--- src/rtl/ahb_dbg_bus_arbiter_pkg.sv ---
// Shared AHB encodings (top_defines.vh set) plus arbiter types and helpers.
// Optional round-robin arbitration is enabled with the AHB_ARB_RR_EN macro.
`ifndef TOP_DEFINES_VH
`define TOP_DEFINES_VH
`define IDLE           2'b00
`define BUSY           2'b01
`define NONSEQ         2'b10
`define SEQ            2'b11
`define AHB_ADDR_WIDTH 32
`define AHB_DATA_WIDTH 32
`define AHB_ARB_M0     1'b0
`define AHB_ARB_M1     1'b1
`endif

package ahb_dbg_bus_arbiter_pkg;

    localparam int AW = `AHB_ADDR_WIDTH;
    localparam int DW = `AHB_DATA_WIDTH;

    localparam logic [0:0] OWN_M0 = `AHB_ARB_M0;
    localparam logic [0:0] OWN_M1 = `AHB_ARB_M1;

    typedef struct packed {
        logic [1:0]    htrans;
        logic [AW-1:0] haddr;
        logic          hwrite;
        logic [2:0]    hsize;
        logic [2:0]    hburst;
        logic [3:0]    hprot;
    } ahb_addr_t;

    // The bus may only change hands between bursts, never inside SEQ/BUSY.
    function automatic logic is_arb_point(input logic [1:0] htrans);
        return (htrans == `IDLE) || (htrans == `NONSEQ);
    endfunction

endpackage

--- src/rtl/ahb_dbg_bus_arbiter_if.sv ---
// Two-master AHB arbiter bundle: per-master request/address/data, shared response and muxed bus.
interface ahb_dbg_bus_arbiter_if;
    import ahb_dbg_bus_arbiter_pkg::*;

    logic          HBUSREQ_M0, HBUSREQ_M1;
    logic          HLOCK_M0,   HLOCK_M1;
    logic [1:0]    HTRANS_M0,  HTRANS_M1;
    logic [AW-1:0] HADDR_M0,   HADDR_M1;
    logic          HWRITE_M0,  HWRITE_M1;
    logic [2:0]    HSIZE_M0,   HSIZE_M1;
    logic [2:0]    HBURST_M0,  HBURST_M1;
    logic [3:0]    HPROT_M0,   HPROT_M1;
    logic [DW-1:0] HWDATA_M0,  HWDATA_M1;
    logic          HGRANT_M0,  HGRANT_M1;

    logic          HREADY;
    logic [1:0]    HRESP;

    logic [1:0]    HTRANS;
    logic [AW-1:0] HADDR;
    logic          HWRITE;
    logic [2:0]    HSIZE;
    logic [2:0]    HBURST;
    logic [3:0]    HPROT;
    logic [DW-1:0] HWDATA;
    logic          HMASTER;
    logic          HMASTLOCK;

    modport slave (
        input  HBUSREQ_M0, HBUSREQ_M1, HLOCK_M0, HLOCK_M1,
               HTRANS_M0, HTRANS_M1, HADDR_M0, HADDR_M1,
               HWRITE_M0, HWRITE_M1, HSIZE_M0, HSIZE_M1,
               HBURST_M0, HBURST_M1, HPROT_M0, HPROT_M1,
               HWDATA_M0, HWDATA_M1, HREADY, HRESP,
        output HGRANT_M0, HGRANT_M1, HTRANS, HADDR, HWRITE, HSIZE,
               HBURST, HPROT, HWDATA, HMASTER, HMASTLOCK
    );

    modport master (
        output HBUSREQ_M0, HBUSREQ_M1, HLOCK_M0, HLOCK_M1,
               HTRANS_M0, HTRANS_M1, HADDR_M0, HADDR_M1,
               HWRITE_M0, HWRITE_M1, HSIZE_M0, HSIZE_M1,
               HBURST_M0, HBURST_M1, HPROT_M0, HPROT_M1,
               HWDATA_M0, HWDATA_M1,
        input  HGRANT_M0, HGRANT_M1, HREADY, HRESP, HMASTER, HMASTLOCK
    );

endinterface

--- src/rtl/ahb_arb_hold_timer.sv ---
// Saturating tenure counter; expired flags the cycle whose count reaches HOLD_MAX.
module ahb_arb_hold_timer #(
    parameter int HOLD_MAX = 16
) (
    input  logic HCLK,
    input  logic HRESETn,
    input  logic clr,
    input  logic inc,
    output logic expired
);
    localparam int CW = $clog2(HOLD_MAX + 1);

    logic [CW-1:0] cnt_q, cnt_nxt;

    assign cnt_nxt = (cnt_q == CW'(HOLD_MAX)) ? cnt_q : cnt_q + 1'b1;
    // Counts the current contended cycle, so tenure under contention is exactly HOLD_MAX cycles.
    assign expired = inc && (cnt_nxt == CW'(HOLD_MAX));

    always_ff @(posedge HCLK or negedge HRESETn) begin
        if (!HRESETn)   cnt_q <= '0;
        else if (clr)   cnt_q <= '0;
        else if (inc)   cnt_q <= cnt_nxt;
    end

endmodule

--- src/rtl/ahb_dbg_bus_arbiter.sv ---
// Two-master AHB arbiter (core M0, debug SBA M1): grant FSM, HMASTER/data-owner tracking, bus muxes.
// Define AHB_ARB_RR_EN for round-robin on contended arbitration points.
module ahb_dbg_bus_arbiter
    import ahb_dbg_bus_arbiter_pkg::*;
#(
    parameter logic DEFAULT_MASTER = `AHB_ARB_M0,
    parameter int   HOLD_MAX       = 16
) (
    input logic                  HCLK,
    input logic                  HRESETn,
    ahb_dbg_bus_arbiter_if.slave bus
);
    logic      own_q, own_d, hmaster_q, downer_q, mastlock_q;
    logic      own_lock, own_req, oth_req, arb_pt, contend_win;
    logic      hold_exp, hold_clr, hold_inc;
    logic      resp_unused;
    ahb_addr_t a_m0, a_m1, a_sel;

    assign a_m0 = '{bus.HTRANS_M0, bus.HADDR_M0, bus.HWRITE_M0, bus.HSIZE_M0, bus.HBURST_M0, bus.HPROT_M0};
    assign a_m1 = '{bus.HTRANS_M1, bus.HADDR_M1, bus.HWRITE_M1, bus.HSIZE_M1, bus.HBURST_M1, bus.HPROT_M1};
    assign a_sel = (hmaster_q == OWN_M1) ? a_m1 : a_m0;

    assign own_lock = (own_q == OWN_M1) ? bus.HLOCK_M1   : bus.HLOCK_M0;
    assign own_req  = (own_q == OWN_M1) ? bus.HBUSREQ_M1 : bus.HBUSREQ_M0;
    assign oth_req  = (own_q == OWN_M1) ? bus.HBUSREQ_M0 : bus.HBUSREQ_M1;
    // Arbitration tracks the transfer currently on the bus, i.e. the address-phase owner's HTRANS.
    assign arb_pt   = bus.HREADY && is_arb_point(a_sel.htrans);

`ifdef AHB_ARB_RR_EN
    logic rr_q;
    always_ff @(posedge HCLK or negedge HRESETn) begin
        if (!HRESETn)                        rr_q <= DEFAULT_MASTER;
        else if (arb_pt && (own_req || oth_req)) rr_q <= own_d;
    end
    assign contend_win = hold_exp ? ~own_q : ~rr_q;
`else
    assign contend_win = hold_exp ? ~own_q : own_q;
`endif

    always_comb begin
        own_d = own_q;
        if (arb_pt && !own_lock) begin
            if (!own_req && oth_req)       own_d = ~own_q;
            else if (!own_req && !oth_req) own_d = DEFAULT_MASTER;
            else if (own_req && oth_req)   own_d = contend_win;
        end
    end

    assign hold_inc = !own_lock && oth_req;
    assign hold_clr = (own_d != own_q) || !oth_req;

    ahb_arb_hold_timer #(.HOLD_MAX(HOLD_MAX)) u_hold (
        .HCLK    (HCLK),
        .HRESETn (HRESETn),
        .clr     (hold_clr),
        .inc     (hold_inc),
        .expired (hold_exp)
    );

    // Grant, address owner and data owner form a one-edge-per-stage pipeline, frozen by HREADY=0.
    always_ff @(posedge HCLK or negedge HRESETn) begin
        if (!HRESETn) begin
            own_q      <= DEFAULT_MASTER;
            hmaster_q  <= DEFAULT_MASTER;
            downer_q   <= DEFAULT_MASTER;
            mastlock_q <= 1'b0;
        end else if (bus.HREADY) begin
            own_q      <= own_d;
            hmaster_q  <= own_q;
            downer_q   <= hmaster_q;
            mastlock_q <= own_lock;
        end
    end

    assign bus.HGRANT_M0 = (own_q == OWN_M0);
    assign bus.HGRANT_M1 = (own_q == OWN_M1);
    assign bus.HTRANS    = a_sel.htrans;
    assign bus.HADDR     = a_sel.haddr;
    assign bus.HWRITE    = a_sel.hwrite;
    assign bus.HSIZE     = a_sel.hsize;
    assign bus.HBURST    = a_sel.hburst;
    assign bus.HPROT     = a_sel.hprot;
    assign bus.HWDATA    = (downer_q == OWN_M1) ? bus.HWDATA_M1 : bus.HWDATA_M0;
    assign bus.HMASTER   = hmaster_q;
    assign bus.HMASTLOCK = mastlock_q;

    // Responses (including two-cycle ERROR) go slave-to-master directly; arbitration ignores them.
    assign resp_unused = ^bus.HRESP;

endmodule

--- src/flat_wrapper.sv ---
// flat-port wrapper written by rule: the top's interface ports become plain ports
module ahb_dbg_bus_arbiter_flat import ahb_dbg_bus_arbiter_pkg::*;
#(
    parameter logic DEFAULT_MASTER = `AHB_ARB_M0,
    parameter int   HOLD_MAX       = 16
)
  (HCLK, HRESETn, bus_HBUSREQ_M0, bus_HBUSREQ_M1, bus_HLOCK_M0, bus_HLOCK_M1, bus_HTRANS_M0, bus_HTRANS_M1, bus_HADDR_M0, bus_HADDR_M1, bus_HWRITE_M0, bus_HWRITE_M1, bus_HSIZE_M0, bus_HSIZE_M1, bus_HBURST_M0, bus_HBURST_M1, bus_HPROT_M0, bus_HPROT_M1, bus_HWDATA_M0, bus_HWDATA_M1, bus_HREADY, bus_HRESP, bus_HGRANT_M0, bus_HGRANT_M1, bus_HTRANS, bus_HADDR, bus_HWRITE, bus_HSIZE, bus_HBURST, bus_HPROT, bus_HWDATA, bus_HMASTER, bus_HMASTLOCK);
  ahb_dbg_bus_arbiter_if bus_i ();
  input logic HCLK;
  input logic HRESETn;
  input wire logic [$bits(bus_i.HBUSREQ_M0)-1:0] bus_HBUSREQ_M0;
  input wire logic [$bits(bus_i.HBUSREQ_M1)-1:0] bus_HBUSREQ_M1;
  input wire logic [$bits(bus_i.HLOCK_M0)-1:0] bus_HLOCK_M0;
  input wire logic [$bits(bus_i.HLOCK_M1)-1:0] bus_HLOCK_M1;
  input wire logic [$bits(bus_i.HTRANS_M0)-1:0] bus_HTRANS_M0;
  input wire logic [$bits(bus_i.HTRANS_M1)-1:0] bus_HTRANS_M1;
  input wire logic [$bits(bus_i.HADDR_M0)-1:0] bus_HADDR_M0;
  input wire logic [$bits(bus_i.HADDR_M1)-1:0] bus_HADDR_M1;
  input wire logic [$bits(bus_i.HWRITE_M0)-1:0] bus_HWRITE_M0;
  input wire logic [$bits(bus_i.HWRITE_M1)-1:0] bus_HWRITE_M1;
  input wire logic [$bits(bus_i.HSIZE_M0)-1:0] bus_HSIZE_M0;
  input wire logic [$bits(bus_i.HSIZE_M1)-1:0] bus_HSIZE_M1;
  input wire logic [$bits(bus_i.HBURST_M0)-1:0] bus_HBURST_M0;
  input wire logic [$bits(bus_i.HBURST_M1)-1:0] bus_HBURST_M1;
  input wire logic [$bits(bus_i.HPROT_M0)-1:0] bus_HPROT_M0;
  input wire logic [$bits(bus_i.HPROT_M1)-1:0] bus_HPROT_M1;
  input wire logic [$bits(bus_i.HWDATA_M0)-1:0] bus_HWDATA_M0;
  input wire logic [$bits(bus_i.HWDATA_M1)-1:0] bus_HWDATA_M1;
  input wire logic [$bits(bus_i.HREADY)-1:0] bus_HREADY;
  input wire logic [$bits(bus_i.HRESP)-1:0] bus_HRESP;
  output wire logic [$bits(bus_i.HGRANT_M0)-1:0] bus_HGRANT_M0;
  output wire logic [$bits(bus_i.HGRANT_M1)-1:0] bus_HGRANT_M1;
  output wire logic [$bits(bus_i.HTRANS)-1:0] bus_HTRANS;
  output wire logic [$bits(bus_i.HADDR)-1:0] bus_HADDR;
  output wire logic [$bits(bus_i.HWRITE)-1:0] bus_HWRITE;
  output wire logic [$bits(bus_i.HSIZE)-1:0] bus_HSIZE;
  output wire logic [$bits(bus_i.HBURST)-1:0] bus_HBURST;
  output wire logic [$bits(bus_i.HPROT)-1:0] bus_HPROT;
  output wire logic [$bits(bus_i.HWDATA)-1:0] bus_HWDATA;
  output wire logic [$bits(bus_i.HMASTER)-1:0] bus_HMASTER;
  output wire logic [$bits(bus_i.HMASTLOCK)-1:0] bus_HMASTLOCK;
  assign bus_i.HBUSREQ_M0 = bus_HBUSREQ_M0;
  assign bus_i.HBUSREQ_M1 = bus_HBUSREQ_M1;
  assign bus_i.HLOCK_M0 = bus_HLOCK_M0;
  assign bus_i.HLOCK_M1 = bus_HLOCK_M1;
  assign bus_i.HTRANS_M0 = bus_HTRANS_M0;
  assign bus_i.HTRANS_M1 = bus_HTRANS_M1;
  assign bus_i.HADDR_M0 = bus_HADDR_M0;
  assign bus_i.HADDR_M1 = bus_HADDR_M1;
  assign bus_i.HWRITE_M0 = bus_HWRITE_M0;
  assign bus_i.HWRITE_M1 = bus_HWRITE_M1;
  assign bus_i.HSIZE_M0 = bus_HSIZE_M0;
  assign bus_i.HSIZE_M1 = bus_HSIZE_M1;
  assign bus_i.HBURST_M0 = bus_HBURST_M0;
  assign bus_i.HBURST_M1 = bus_HBURST_M1;
  assign bus_i.HPROT_M0 = bus_HPROT_M0;
  assign bus_i.HPROT_M1 = bus_HPROT_M1;
  assign bus_i.HWDATA_M0 = bus_HWDATA_M0;
  assign bus_i.HWDATA_M1 = bus_HWDATA_M1;
  assign bus_i.HREADY = bus_HREADY;
  assign bus_i.HRESP = bus_HRESP;
  assign bus_HGRANT_M0 = bus_i.HGRANT_M0;
  assign bus_HGRANT_M1 = bus_i.HGRANT_M1;
  assign bus_HTRANS = bus_i.HTRANS;
  assign bus_HADDR = bus_i.HADDR;
  assign bus_HWRITE = bus_i.HWRITE;
  assign bus_HSIZE = bus_i.HSIZE;
  assign bus_HBURST = bus_i.HBURST;
  assign bus_HPROT = bus_i.HPROT;
  assign bus_HWDATA = bus_i.HWDATA;
  assign bus_HMASTER = bus_i.HMASTER;
  assign bus_HMASTLOCK = bus_i.HMASTLOCK;
  ahb_dbg_bus_arbiter #(.DEFAULT_MASTER(DEFAULT_MASTER), .HOLD_MAX(HOLD_MAX)) u_core (.HCLK(HCLK), .HRESETn(HRESETn), .bus(bus_i));
endmodule
--- config.mk ---
export PLATFORM = sky130hd
export DESIGN_NAME = ahb_dbg_bus_arbiter_flat
export DESIGN_NICKNAME = d
export VERILOG_FILES = /design/src/rtl/ahb_dbg_bus_arbiter_pkg.sv /design/src/rtl/ahb_dbg_bus_arbiter_if.sv /design/src/rtl/ahb_arb_hold_timer.sv /design/src/rtl/ahb_dbg_bus_arbiter.sv /design/src/flat_wrapper.sv
export SDC_FILE = /design/constraint.sdc
export NUM_CORES = 1
export LEC_CHECK = 0
export BUFFER_PORTS_ARGS = -buffer_cell sky130_fd_sc_hd__buf_4
export CAP_MARGIN = 20
export CORE_AREA = 2 2 94 96
export CTS_CLUSTER_SIZE = 40
export DETAILED_ROUTE_END_ITERATION = 7
export DIE_AREA = 0 0 96 98
export GPL_ROUTABILITY_DRIVEN = 0
export PLACE_DENSITY = 0.54
export SYNTH_ARGS = -nofsm -noshare
export SYNTH_HDL_FRONTEND = slang
export SYNTH_SLANG_ARGS = --single-unit
--- constraint.sdc ---
create_clock -name HCLK -period 2 [get_ports HCLK]
set_input_delay 0.2 -clock HCLK [delete_from_list [all_inputs] [get_ports HCLK]]
set_output_delay 0.2 -clock HCLK [all_outputs]
set_load 0.03 [all_outputs]
==> impl_metrics.toml <==
[cts]
cts_tree = "done"
cts.path.max_buffers = 2
cts.sinks = 9
insertion_delay_ns = 0.23
numCtsBuffers = 3
root_buffer = "clkbuf_8"
clkTransAtPathRegs_ns = 0.04
cts-htree-levels = 1

[run]
cap_viol_max_count = 0

[yosys]
syn_area_sq_mm = 0.00150
yosysSeqAreaShare_pct = 15.1
yosys.area.top_type_share_pct = 54.2
synth_cells = 146
yosysWarningCount = 0
synthDistinctLibCells = 31
syn_nets = 311
synth.area.top_cells = "mux2_2 54%, dfrtp_1 15%, mux2_1 5.3%, a21oi_1 2.7%, ha_1 1.7%"
yosys.area.top_type = "mux2_2"
syn_area_per_cell_sq_um = 10.2
yosys_register_bits = 9

[critical_path]
cp_cell_sequence = "inv_1, ha_1, or3b_1, o2111a_2, nor3_4, nor4_1, a311oi_2"
reg2regPathDepth = 7
worstSetupEndpointType = "flip-flop"
arrival_ns = 1.95
path_max_fanout = 4
r2r_setup_slack_ns = 0.19
rr_startpoint = "u_core.u_hold.cnt_q[1]$_DFFE_PN0P_"
rr_endpoint = "u_core.bus.HGRANT_M1$_DFFE_PN0P_"
cpMaxStageDelayCell = "dfrtp_1"
path_class = "reg -> reg"
required_ns = 2.14
setup.worst_path.start_class = "flip-flop"
critPathMaxStageDelay_ns = 0.40

[layout]
diodes = 0
postLayoutCellArea_sq_mm = 0.00350
area_growth_pct = 134
fin_nets = 553
final_layout_size_suffix_gt1_share_pct = 85.0
utilization_pct = 41.3

[floorplan]
row_count = 34
die_w_um = 96
die-height_um = 98
die-area_sq_mm = 0.00941
core_sq_mm = 0.00847
start_util_pct = 17.7
ios = 244

[grt]
track_usage_pct = 12.9
grt_pass1_wl_um = 9700
overflow = 0
grt_pass1_vias = 2086
grt_max_degree = 36
antenna_found_initial = 0

[sta]
drv_slew = 0
min_period_ns = 1.81
timing.hold.ws_ns = 0.203
tightestPinTransition_ns = 0.433
hold_viol_final = 0
rsz0062_at_grt = "no"
setup-violations-final = 0
fmax_ghz = 0.553
fin_worst_skew_ns = 0.00296
slew_headroom_pct = 71.1
tns_ns = 0
timing.final.crit_share_pct = 90.5

[power_and_ir_drop]
swShare_pct = 40.4
p_seq_share_pct = 14.6
p_switching_uw = 583
p_int_uw = 861
power_density_mw_per_mm2 = 413
p_clk_share_pct = 14.3
power.leakage_nw = 1.73
peakVddDrop_mv = 0.293
combPwrFrac_pct = 71.0

[worst_hold_path]
holdPathEnd = "u_core.bus.HGRANT_M1$_DFFE_PN0P_"
hold_depth = 2
hold_class = "in -> reg"
holdCritStartpoint = "bus_HBUSREQ_M0"

[detailed_routing]
postRouteAntennaNets = 0
drt_iter0_drc = 15
wl_per_cell_um = 13.6
drc = 0
drt_pass1_iterations = 4
routed_wl_um = 6730
via_count = 2086
vias_per_cell = 4.21

[place]
dpl-instance-area_sq_mm = 0.00343
numPortBuffers = 241
hpwlAfterDp_um = 5900

[run_status]
outcome = "finished clean"
## registers in the layout, summed over array words and instances, names as in the netlist
name,cells
u_core.u_hold.cnt_q,5
u_core.downer_q,1
u_core.bus.HMASTER,1
u_core.bus.HMASTLOCK,1
u_core.bus.HGRANT_M1,1
## metal layers
layer	track usage [%]	vias up	wire [um]
li1	-	1026	-
met1	14.1	936	2400
met2	25.0	122	3580
met3	3.40	2	735
met4	0.989	0	21
met5	0	-	0
## cell usage in the layout (no fill, tap or decap), types with 2 or more instances in the layout
| master | n |
|---|---|
| a21oi_1 | 7 |
| buf_4 | 246 |
| clkbuf_8 | 3 |
| dfrtp_1 | 8 |
| ha_1 | 2 |
| inv_1 | 3 |
| mux2_1 | 7 |
| mux2_2 | 72 |
| mux2i_1 | 2 |
| nand2_1 | 6 |
| nand3b_1 | 2 |
| nand4_1 | 2 |
| nor2_1 | 2 |
| or2_1 | 2 |
| xnor2_1 | 2 |
| xor2_1 | 2 |
## metrics by stage
stage	instances	setup slack, ns	power, mW
floorplan	146	0.211	0.754
global placement	490	0.193	1.23
detailed placement	490	0.140	1.24
CTS	495	0.112	1.46
global route	495	0.0376	1.53
finish	495	0.190	1.44
## cells in the mapped netlist
library cell / n
a21oi_1: 8
a311oi_2: 1
buf_2: 4
buf_6: 1
clkbuf_1: 5
dfrtp_1: 9
ha_1: 2
inv_1: 4
mux2_1: 7
mux2_2: 72
mux2i_1: 2
nand2_1: 6
nand2b_1: 1
nand3_1: 1
nand3b_1: 2
nand4_1: 2
nor2_1: 2
nor3_1: 1
nor3_4: 1
nor3b_1: 1
nor4_1: 1
nor4_2: 1
o2111a_2: 1
o211ai_2: 1
o21a_1: 1
o21ai_0: 1
o22ai_1: 1
or2_1: 2
or3b_1: 1
xnor2_1: 2
xor2_1: 2
## cells by family (layout without fill, tap and decap cells)
kind of cell | Yosys count | in the layout | synth area share [%]
adder cells (fa/ha/maj) | 2 | 2 | 1.67
AO/OA/AOI/OAI | 14 | 14 | 6.61
AND/OR/NAND/NOR | 22 | 22 | 9.20
XOR/XNOR | 4 | 4 | 2.34
multiplexers | 81 | 81 | 60.8
flip-flops | 9 | 9 | 15.1
buffers and inverters | 14 | 255 | 4.35
## timing repair
item / CTS / global route
setup buffers: 0 / 0
endpoints found under the setup margin: 0 / 6
gates resized for setup: 0 / 3
hold endpoints to repair: 9 / 0
hold buffers: 1 / 0
## worst max-delay path by stage
stage	startpoint	cells after the start	endpoint	slack, ns
floorplan	u_core.u_hold.cnt_q[0]$_DFFE_PN0P_	7	u_core.bus.HGRANT_M1$_DFFE_PN0P_	0.21
global placement	u_core.u_hold.cnt_q[0]$_DFFE_PN0P_	7	u_core.u_hold.cnt_q[4]$_DFFE_PN0P_	0.19
detailed placement	u_core.u_hold.cnt_q[0]$_DFFE_PN0P_	7	u_core.u_hold.cnt_q[1]$_DFFE_PN0P_	0.14
CTS	u_core.u_hold.cnt_q[0]$_DFFE_PN0P_	7	u_core.u_hold.cnt_q[1]$_DFFE_PN0P_	0.11
global route	u_core.u_hold.cnt_q[1]$_DFFE_PN0P_	7	u_core.bus.HGRANT_M1$_DFFE_PN0P_	0.04
finish	u_core.u_hold.cnt_q[1]$_DFFE_PN0P_	7	u_core.bus.HGRANT_M1$_DFFE_PN0P_	0.19
## power by group through the flow
stage	sequential [mW]	clock (mW)	combinational, mW
3_3_place_gp	0.213	0	1.02
5_1_grt	0.214	0.225	1.09
3_5_place_dp	0.213	0	1.03
6_report	0.211	0.207	1.03
2_1_floorplan	0.221	0	0.534
4_1_cts	0.211	0.218	1.03
## critical path, delay by kind of cell (launching register included)
family / cells / cell delay (ns)
flops: 1 / 0.40
compound gates: 2 / 0.42
simple gates: 3 / 0.65
fa+ha+maj: 1 / 0.17
buf+inv: 1 / 0.09
## cell type report
class | count | area (sq um)
clock buffer | 4 | 45.0
fill | 863 | 4970
inverter | 4 | 15.0
multi-input combinational | 123 | 1220
sequential | 9 | 226
tap | 108 | 135
timing repair buffer | 247 | 1860
Note: power is estimated with default switching activity, not from simulation.
